File: config.mk
export PLATFORM = sky130hd
export DESIGN_NAME = parity_check_arbiter
export DESIGN_NICKNAME = d
export VERILOG_FILES = /design/src/rtl/parity_check_arbiter.sv
export SDC_FILE = /design/constraint.sdc
export NUM_CORES = 1
export LEC_CHECK = 0
export BUFFER_PORTS_ARGS = -buffer_cell sky130_fd_sc_hd__buf_2
export CORE_MARGIN = 5
export CORE_UTILIZATION = 50
export DETAILED_ROUTE_END_ITERATION = 10
export GPL_ROUTABILITY_DRIVEN = 0
export PLACE_DENSITY = 0.83
export RECOVER_POWER = 100
export SLEW_MARGIN = 10
export SYNTH_ARGS = -nofsm -noshare
export SYNTH_HDL_FRONTEND = slang
export SYNTH_SLANG_ARGS = --single-unit
File: constraint.sdc
create_clock -name clk -period 3.8 [get_ports clk]
set_input_delay 0.38 -clock clk [delete_from_list [all_inputs] [get_ports clk]]
set_output_delay 0.38 -clock clk [all_outputs]
set_load 0.005 [all_outputs]
File: src/rtl/parity_check_arbiter.sv
// Round-robin arbiter sharing one registered even-parity check engine among NREQ requesters.
// Each grant yields one tagged result; sticky per-requester flags and a saturating error count are kept.
module parity_check_arbiter #(
    parameter int NREQ = 4,
    parameter int DW   = 4,
    parameter int IDW  = 2,
    parameter int CNTW = 8
) (
    input  logic               clk,
    input  logic               rst_n,
    input  logic [NREQ-1:0]    req,
    input  logic [NREQ*DW-1:0] req_data,
    input  logic [NREQ-1:0]    req_parity,
    input  logic               clr_err,
    output logic [NREQ-1:0]    gnt,
    output logic               rsp_valid,
    output logic [IDW-1:0]     rsp_id,
    output logic               rsp_error,
    output logic [NREQ-1:0]    err_sticky,
    output logic [CNTW-1:0]    err_count
);

    typedef enum logic [1:0] {
        S_IDLE  = 2'd0,
        S_GRANT = 2'd1,
        S_RESP  = 2'd2
    } state_e;

    state_e          state_q, state_d;
    logic [IDW-1:0]  ptr_q, ptr_d;
    logic [NREQ-1:0] gnt_q, gnt_d;
    logic [DW-1:0]   data_q, data_d;
    logic            par_q, par_d;
    logic [IDW-1:0]  id_q, id_d;
    logic            rsp_valid_q, rsp_valid_d;
    logic [IDW-1:0]  rsp_id_q, rsp_id_d;
    logic            rsp_error_q, rsp_error_d;
    logic [NREQ-1:0] sticky_q, sticky_d;
    logic [CNTW-1:0] count_q, count_d;
    logic [IDW-1:0]  sel_s;
    logic [DW-1:0]   sel_data_s;

    // Odd number of ones over {data, parity} means the even-parity check failed.
    function automatic logic parity_err(input logic [DW-1:0] d, input logic p);
        return ^{d, p};
    endfunction

    // First requesting index at or above p, wrapping modulo NREQ.
    function automatic logic [IDW-1:0] rr_pick(input logic [NREQ-1:0] r, input logic [IDW-1:0] p);
        logic [IDW-1:0] pick;
        logic           found;
        logic [IDW:0]   idx;
        pick  = {IDW{1'b0}};
        found = 1'b0;
        for (int k = 0; k < NREQ; k++) begin
            idx = {1'b0, p} + (IDW+1)'(k);
            if (idx >= (IDW+1)'(NREQ)) begin
                idx = idx - (IDW+1)'(NREQ);
            end else begin
                idx = idx;
            end
            if (!found && r[idx[IDW-1:0]]) begin
                pick  = idx[IDW-1:0];
                found = 1'b1;
            end else begin
                pick  = pick;
            end
        end
        return pick;
    endfunction

    function automatic logic [NREQ-1:0] onehot(input logic [IDW-1:0] i);
        return {{(NREQ-1){1'b0}}, 1'b1} << i;
    endfunction

    // Arbitration winner and its data slice.
    always_comb begin
        sel_s      = rr_pick(req, ptr_q);
        sel_data_s = {DW{1'b0}};
        for (int i = 0; i < NREQ; i++) begin
            if (sel_s == IDW'(i)) begin
                sel_data_s = req_data[i*DW +: DW];
            end else begin
                sel_data_s = sel_data_s;
            end
        end
    end

    // FSM next state, capture registers and response outputs.
    always_comb begin
        state_d     = state_q;
        ptr_d       = ptr_q;
        gnt_d       = {NREQ{1'b0}};
        data_d      = data_q;
        par_d       = par_q;
        id_d        = id_q;
        rsp_valid_d = 1'b0;
        rsp_id_d    = rsp_id_q;
        rsp_error_d = rsp_error_q;
        case (state_q)
            S_IDLE: begin
                if (|req) begin
                    gnt_d   = onehot(sel_s);
                    data_d  = sel_data_s;
                    par_d   = req_parity[sel_s];
                    id_d    = sel_s;
                    state_d = S_GRANT;
                end else begin
                    state_d = S_IDLE;
                end
            end
            S_GRANT: begin
                rsp_valid_d = 1'b1;
                rsp_id_d    = id_q;
                rsp_error_d = parity_err(data_q, par_q);
                ptr_d       = (id_q == IDW'(NREQ-1)) ? {IDW{1'b0}} : id_q + IDW'(1);
                state_d     = S_RESP;
            end
            S_RESP:  state_d = S_IDLE;
            default: state_d = S_IDLE;
        endcase
    end

    // Error bookkeeping happens as RESP is left; a coincident clear wins.
    always_comb begin
        sticky_d = sticky_q;
        count_d  = count_q;
        if (clr_err) begin
            sticky_d = {NREQ{1'b0}};
            count_d  = {CNTW{1'b0}};
        end else if ((state_q == S_RESP) && rsp_error_q) begin
            sticky_d = sticky_q | onehot(rsp_id_q);
            count_d  = (count_q == {CNTW{1'b1}}) ? count_q : count_q + CNTW'(1);
        end else begin
            sticky_d = sticky_q;
        end
    end

    // State and output registers with synchronous active-low reset.
    always_ff @(posedge clk) begin
        if (!rst_n) begin
            state_q     <= S_IDLE;
            ptr_q       <= {IDW{1'b0}};
            gnt_q       <= {NREQ{1'b0}};
            data_q      <= {DW{1'b0}};
            par_q       <= 1'b0;
            id_q        <= {IDW{1'b0}};
            rsp_valid_q <= 1'b0;
            rsp_id_q    <= {IDW{1'b0}};
            rsp_error_q <= 1'b0;
            sticky_q    <= {NREQ{1'b0}};
            count_q     <= {CNTW{1'b0}};
        end else begin
            state_q     <= state_d;
            ptr_q       <= ptr_d;
            gnt_q       <= gnt_d;
            data_q      <= data_d;
            par_q       <= par_d;
            id_q        <= id_d;
            rsp_valid_q <= rsp_valid_d;
            rsp_id_q    <= rsp_id_d;
            rsp_error_q <= rsp_error_d;
            sticky_q    <= sticky_d;
            count_q     <= count_d;
        end
    end

    assign gnt        = gnt_q;
    assign rsp_valid  = rsp_valid_q;
    assign rsp_id     = rsp_id_q;
    assign rsp_error  = rsp_error_q;
    assign err_sticky = sticky_q;
    assign err_count  = count_q;

endmodule

==> results.sh <==
export IMPL_grt_overflow=0
export IMPL_synth_main_ff_cell="dfxtp_1"
export IMPL_setup_worst_path_start="ptr_q[1]$_SDFFE_PN0P_"
export IMPL_syn_area_um2=1411
export IMPL_tightest_slew_ns=0.6993
export IMPL_reg2reg_from="ptr_q[1]$_SDFFE_PN0P_"
export IMPL_first_iter_violations=32
export IMPL_synth_top_area_frac=0.4397
export IMPL_ys_top_cells_by_area="dfxtp_1 44%, mux2i_1 9.9%, nor2_1 7.4%"
export IMPL_antenna_cells=0
export IMPL_cts_max_level=2
export IMPL_seq_area_um2=620.6
export IMPL_vias=1226
export IMPL_reg2reg_slack_ns=1.97
export IMPL_area_growth_pct=20.48
export IMPL_yosysUniqueCellTypes=33
export IMPL_fillers=228
export IMPL_antenna_found_initial=0
export IMPL_path_class="flip-flop to flip-flop"
export IMPL_dp_cells=223
export IMPL_cp_data_arrival_time_ns=2.02
export IMPL_cp_required_ns=4.00
export IMPL_cts_root_buffer="clkbuf_4"
export IMPL_drv_cap=0
export IMPL_multiInputGateArea_um2=715.7
export IMPL_critPathCapture="data_q[0]$_SDFFE_PN0P_"
export IMPL_critPathCaptureType="flip-flop"
export IMPL_fin_tns_setup_ns=0
export IMPL_wirelength_mm=2.956
export IMPL_grt_pass1_vias=1225
export IMPL_synth_most_common_cell="dfxtp_1"
export IMPL_drtPass1Iterations=4
export IMPL_holdWs_ns=0.3723
export IMPL_vdd_drop_max_v=0.0004130
export IMPL_yosys_warnings=0
export IMPL_leakagePower_nw=0.7364
export IMPL_relSlewSlack=0.5338
export IMPL_synthArstFlopShare=0
export IMPL_crit_path_max_incr_delay_ns=0.61
export IMPL_hold_path_class="input pin to flip-flop"
export IMPL_ioPinCount=47
export IMPL_synth_edf_count=0
export IMPL_skew_ns=0.003845
export IMPL_wire_per_inst_um=12.80
export IMPL_rows=19
export IMPL_cts_buffers=5
export IMPL_crit_fanout=14
export IMPL_ant_nets=0
export IMPL_via_per_inst=5.307
export IMPL_worstRegToRegCells=5
export IMPL_synthesis_nets=180
export IMPL_final_setup_viol_count=0
export IMPL_die_x_um=63.13
export IMPL_core_area_um2=2734
export IMPL_avgSynthCellArea_um2=9.347
export IMPL_power_density_nw_per_um2=434.3
export IMPL_r2r_end="data_q[0]$_SDFFE_PN0P_"
export IMPL_die_y_um=63.13
export IMPL_drc_errors=0
export IMPL_crit_path_cell_trace="a21o_1 > a21oi_1 > o22a_1 > mux2i_1 > o221ai_1"
export IMPL_layout_min_cycle_time_ns=1.826
export IMPL_hpwlAfterDp_mm=2.314
export IMPL_rsz0062_at_grt="false"
export IMPL_cts_tree="built"
export IMPL_crit_path_start_kind="flip-flop"
export IMPL_synth_seq_cells=31
export IMPL_post_cts_resized=0
export IMPL_nets=228
export IMPL_cts_sinks=31
export IMPL_post_place_ws_ns=1.820
export IMPL_floorplan_initialDensity=0.5162
export IMPL_drv_slew=0
export IMPL_grt_pass1_wl_mm=4.940
export IMPL_synth_common_cells="31 x dfxtp_1, 28 x nor2_1, 14 x mux2i_1"
export IMPL_crit_cells=5
export IMPL_critPathBufInv=0
export IMPL_clockBufferDepth=2
export IMPL_cts_hold_buf=0
export IMPL_status="completed"
export IMPL_hold_viol=0
export IMPL_ys_seq_area_frac=0.4397
export IMPL_grt_use_total=0.1516
export IMPL_cp_slowest_cell="o22a_1"
export IMPL_synth_cells=151
export IMPL_clkTransAtPathRegs_ns=0.09
export IMPL_die_area_um2=3985
export IMPL_crit_family="compound AO/OA/AOI/OAI gates"
export IMPL_fmax_mhz=547.7
export IMPL_synth_top_cell_by_area="dfxtp_1"
export IMPL_instances_no_fill=231
export IMPL_period_share=0.4804
export IMPL_port_buffers=46
export IMPL_clk_latency_ns=0.32
export IMPL_postCtsSetupRepairBufs=0
export IMPL_drive_above_1_share=0.2350
export IMPL_grt_max_degree=15
export IMPL_setup_ws_ns=1.974
-- how the worst min path moves through the flow --
stage / from / end / slack, ns / depth (start not counted)
after floorplan: id_q[1]$_SDFFE_PN0P_ / id_q[1]$_SDFFE_PN0P_ / 0.45 / 2
after global placement: err_sticky[3]$_SDFFE_PP0P_ / err_sticky[3]$_SDFFE_PP0P_ / 0.45 / 2
after detailed placement: err_sticky[2]$_SDFFE_PP0P_ / err_sticky[2]$_SDFFE_PP0P_ / 0.45 / 2
after CTS: req_data[3] / data_q[3]$_SDFFE_PN0P_ / 0.37 / 3
after global routing: req_data[11] / data_q[3]$_SDFFE_PN0P_ / 0.36 / 3
final: req_data[3] / data_q[3]$_SDFFE_PN0P_ / 0.37 / 3
-- flip-flops by register name (all words and copies together) (netlist names) --
| register | cells |
|---|---|
| state_q | 2 |
| data_q | 4 |
| rsp_id | 2 |
| gnt | 4 |
| par_q | 1 |
| rsp_valid | 1 |
| err_count | 8 |
| rsp_error | 1 |
| err_sticky | 4 |
| ptr_q | 2 |
| id_q | 2 |
-- cell type report --
| class | instances | share of cell area |
|---|---|---|
| Clock buffer | 6 | 0.03017 |
| Clock inverter | 2 | 0.02060 |
| Inverter | 6 | 0.01325 |
| Multi-Input combinational cell | 109 | 0.4209 |
| Sequential cell | 31 | 0.3650 |
| Tap cell | 31 | 0.02281 |
| Timing Repair Buffer | 46 | 0.1273 |
-- stage by stage --
step	utilization	area (um^2)	power, W
2_1_floorplan	-	1411	0.0004559
3_3_place_gp	0.5991	1638	0.0004792
3_5_place_dp	0.5991	1638	0.0004851
4_1_cts	0.6307	1724	0.0007465
5_1_grt	0.6220	1700	0.0007719
6_report	0.6220	1700	0.0007385
-- worst register-to-register path, cell delays in order, from the launching register on --
cell and delay, ns:
dfxtp_1 0.37, a21o_1 0.17, a21oi_1 0.14, o22a_1 0.61
mux2i_1 0.27, o221ai_1 0.14
-- per-layer routing --
| layer | vias up | global-route usage | wire (um) |
|---|---|---|---|
| li1 | 614 | - | - |
| met1 | 558 | 0.1545 | 1144 |
| met2 | 52 | 0.2769 | 1538 |
| met3 | 2 | 0.06039 | 253 |
| met4 | 0 | 0.05040 | 19 |
| met5 | - | 0 | 0 |
-- cells in the final DEF, fill, tap and decap left out, drive strengths merged, types with 2 or more instances in the layout --
master | netlist | routed
clkbuf | 3 | 17
nand3 | 6 | 6
nand2b | 4 | 4
xnor2 | 6 | 6
a21oi | 13 | 13
nand2 | 8 | 8
mux2i | 14 | 14
and3 | 2 | 2
and2 | 2 | 2
xor2 | 4 | 4
inv | 6 | 6
ha | 2 | 2
o221ai | 5 | 5
nand4 | 2 | 2
buf | 2 | 35
nor2 | 29 | 29
dfxtp | 31 | 31
-- cell families after synthesis --
group                    Yosys count  synth area share
AND/OR/NAND/NOR                   57            0.2030
XOR/XNOR                          10           0.06205
adder cells (fa/ha/maj)            2           0.01773
flip-flops                        31            0.4397
buffers and inverters             11           0.04610
AO/OA/AOI/OAI                     26            0.1321
multiplexers                      14           0.09929
-- where the power goes --
group	internal [W]	switching [W]
Sequential	0.000344	0.0000140
Combinational	0.0000559	0.0000595
Clock	0.000155	0.000109
Total	0.000556	0.000183
(Power assumes the default switching activity.)
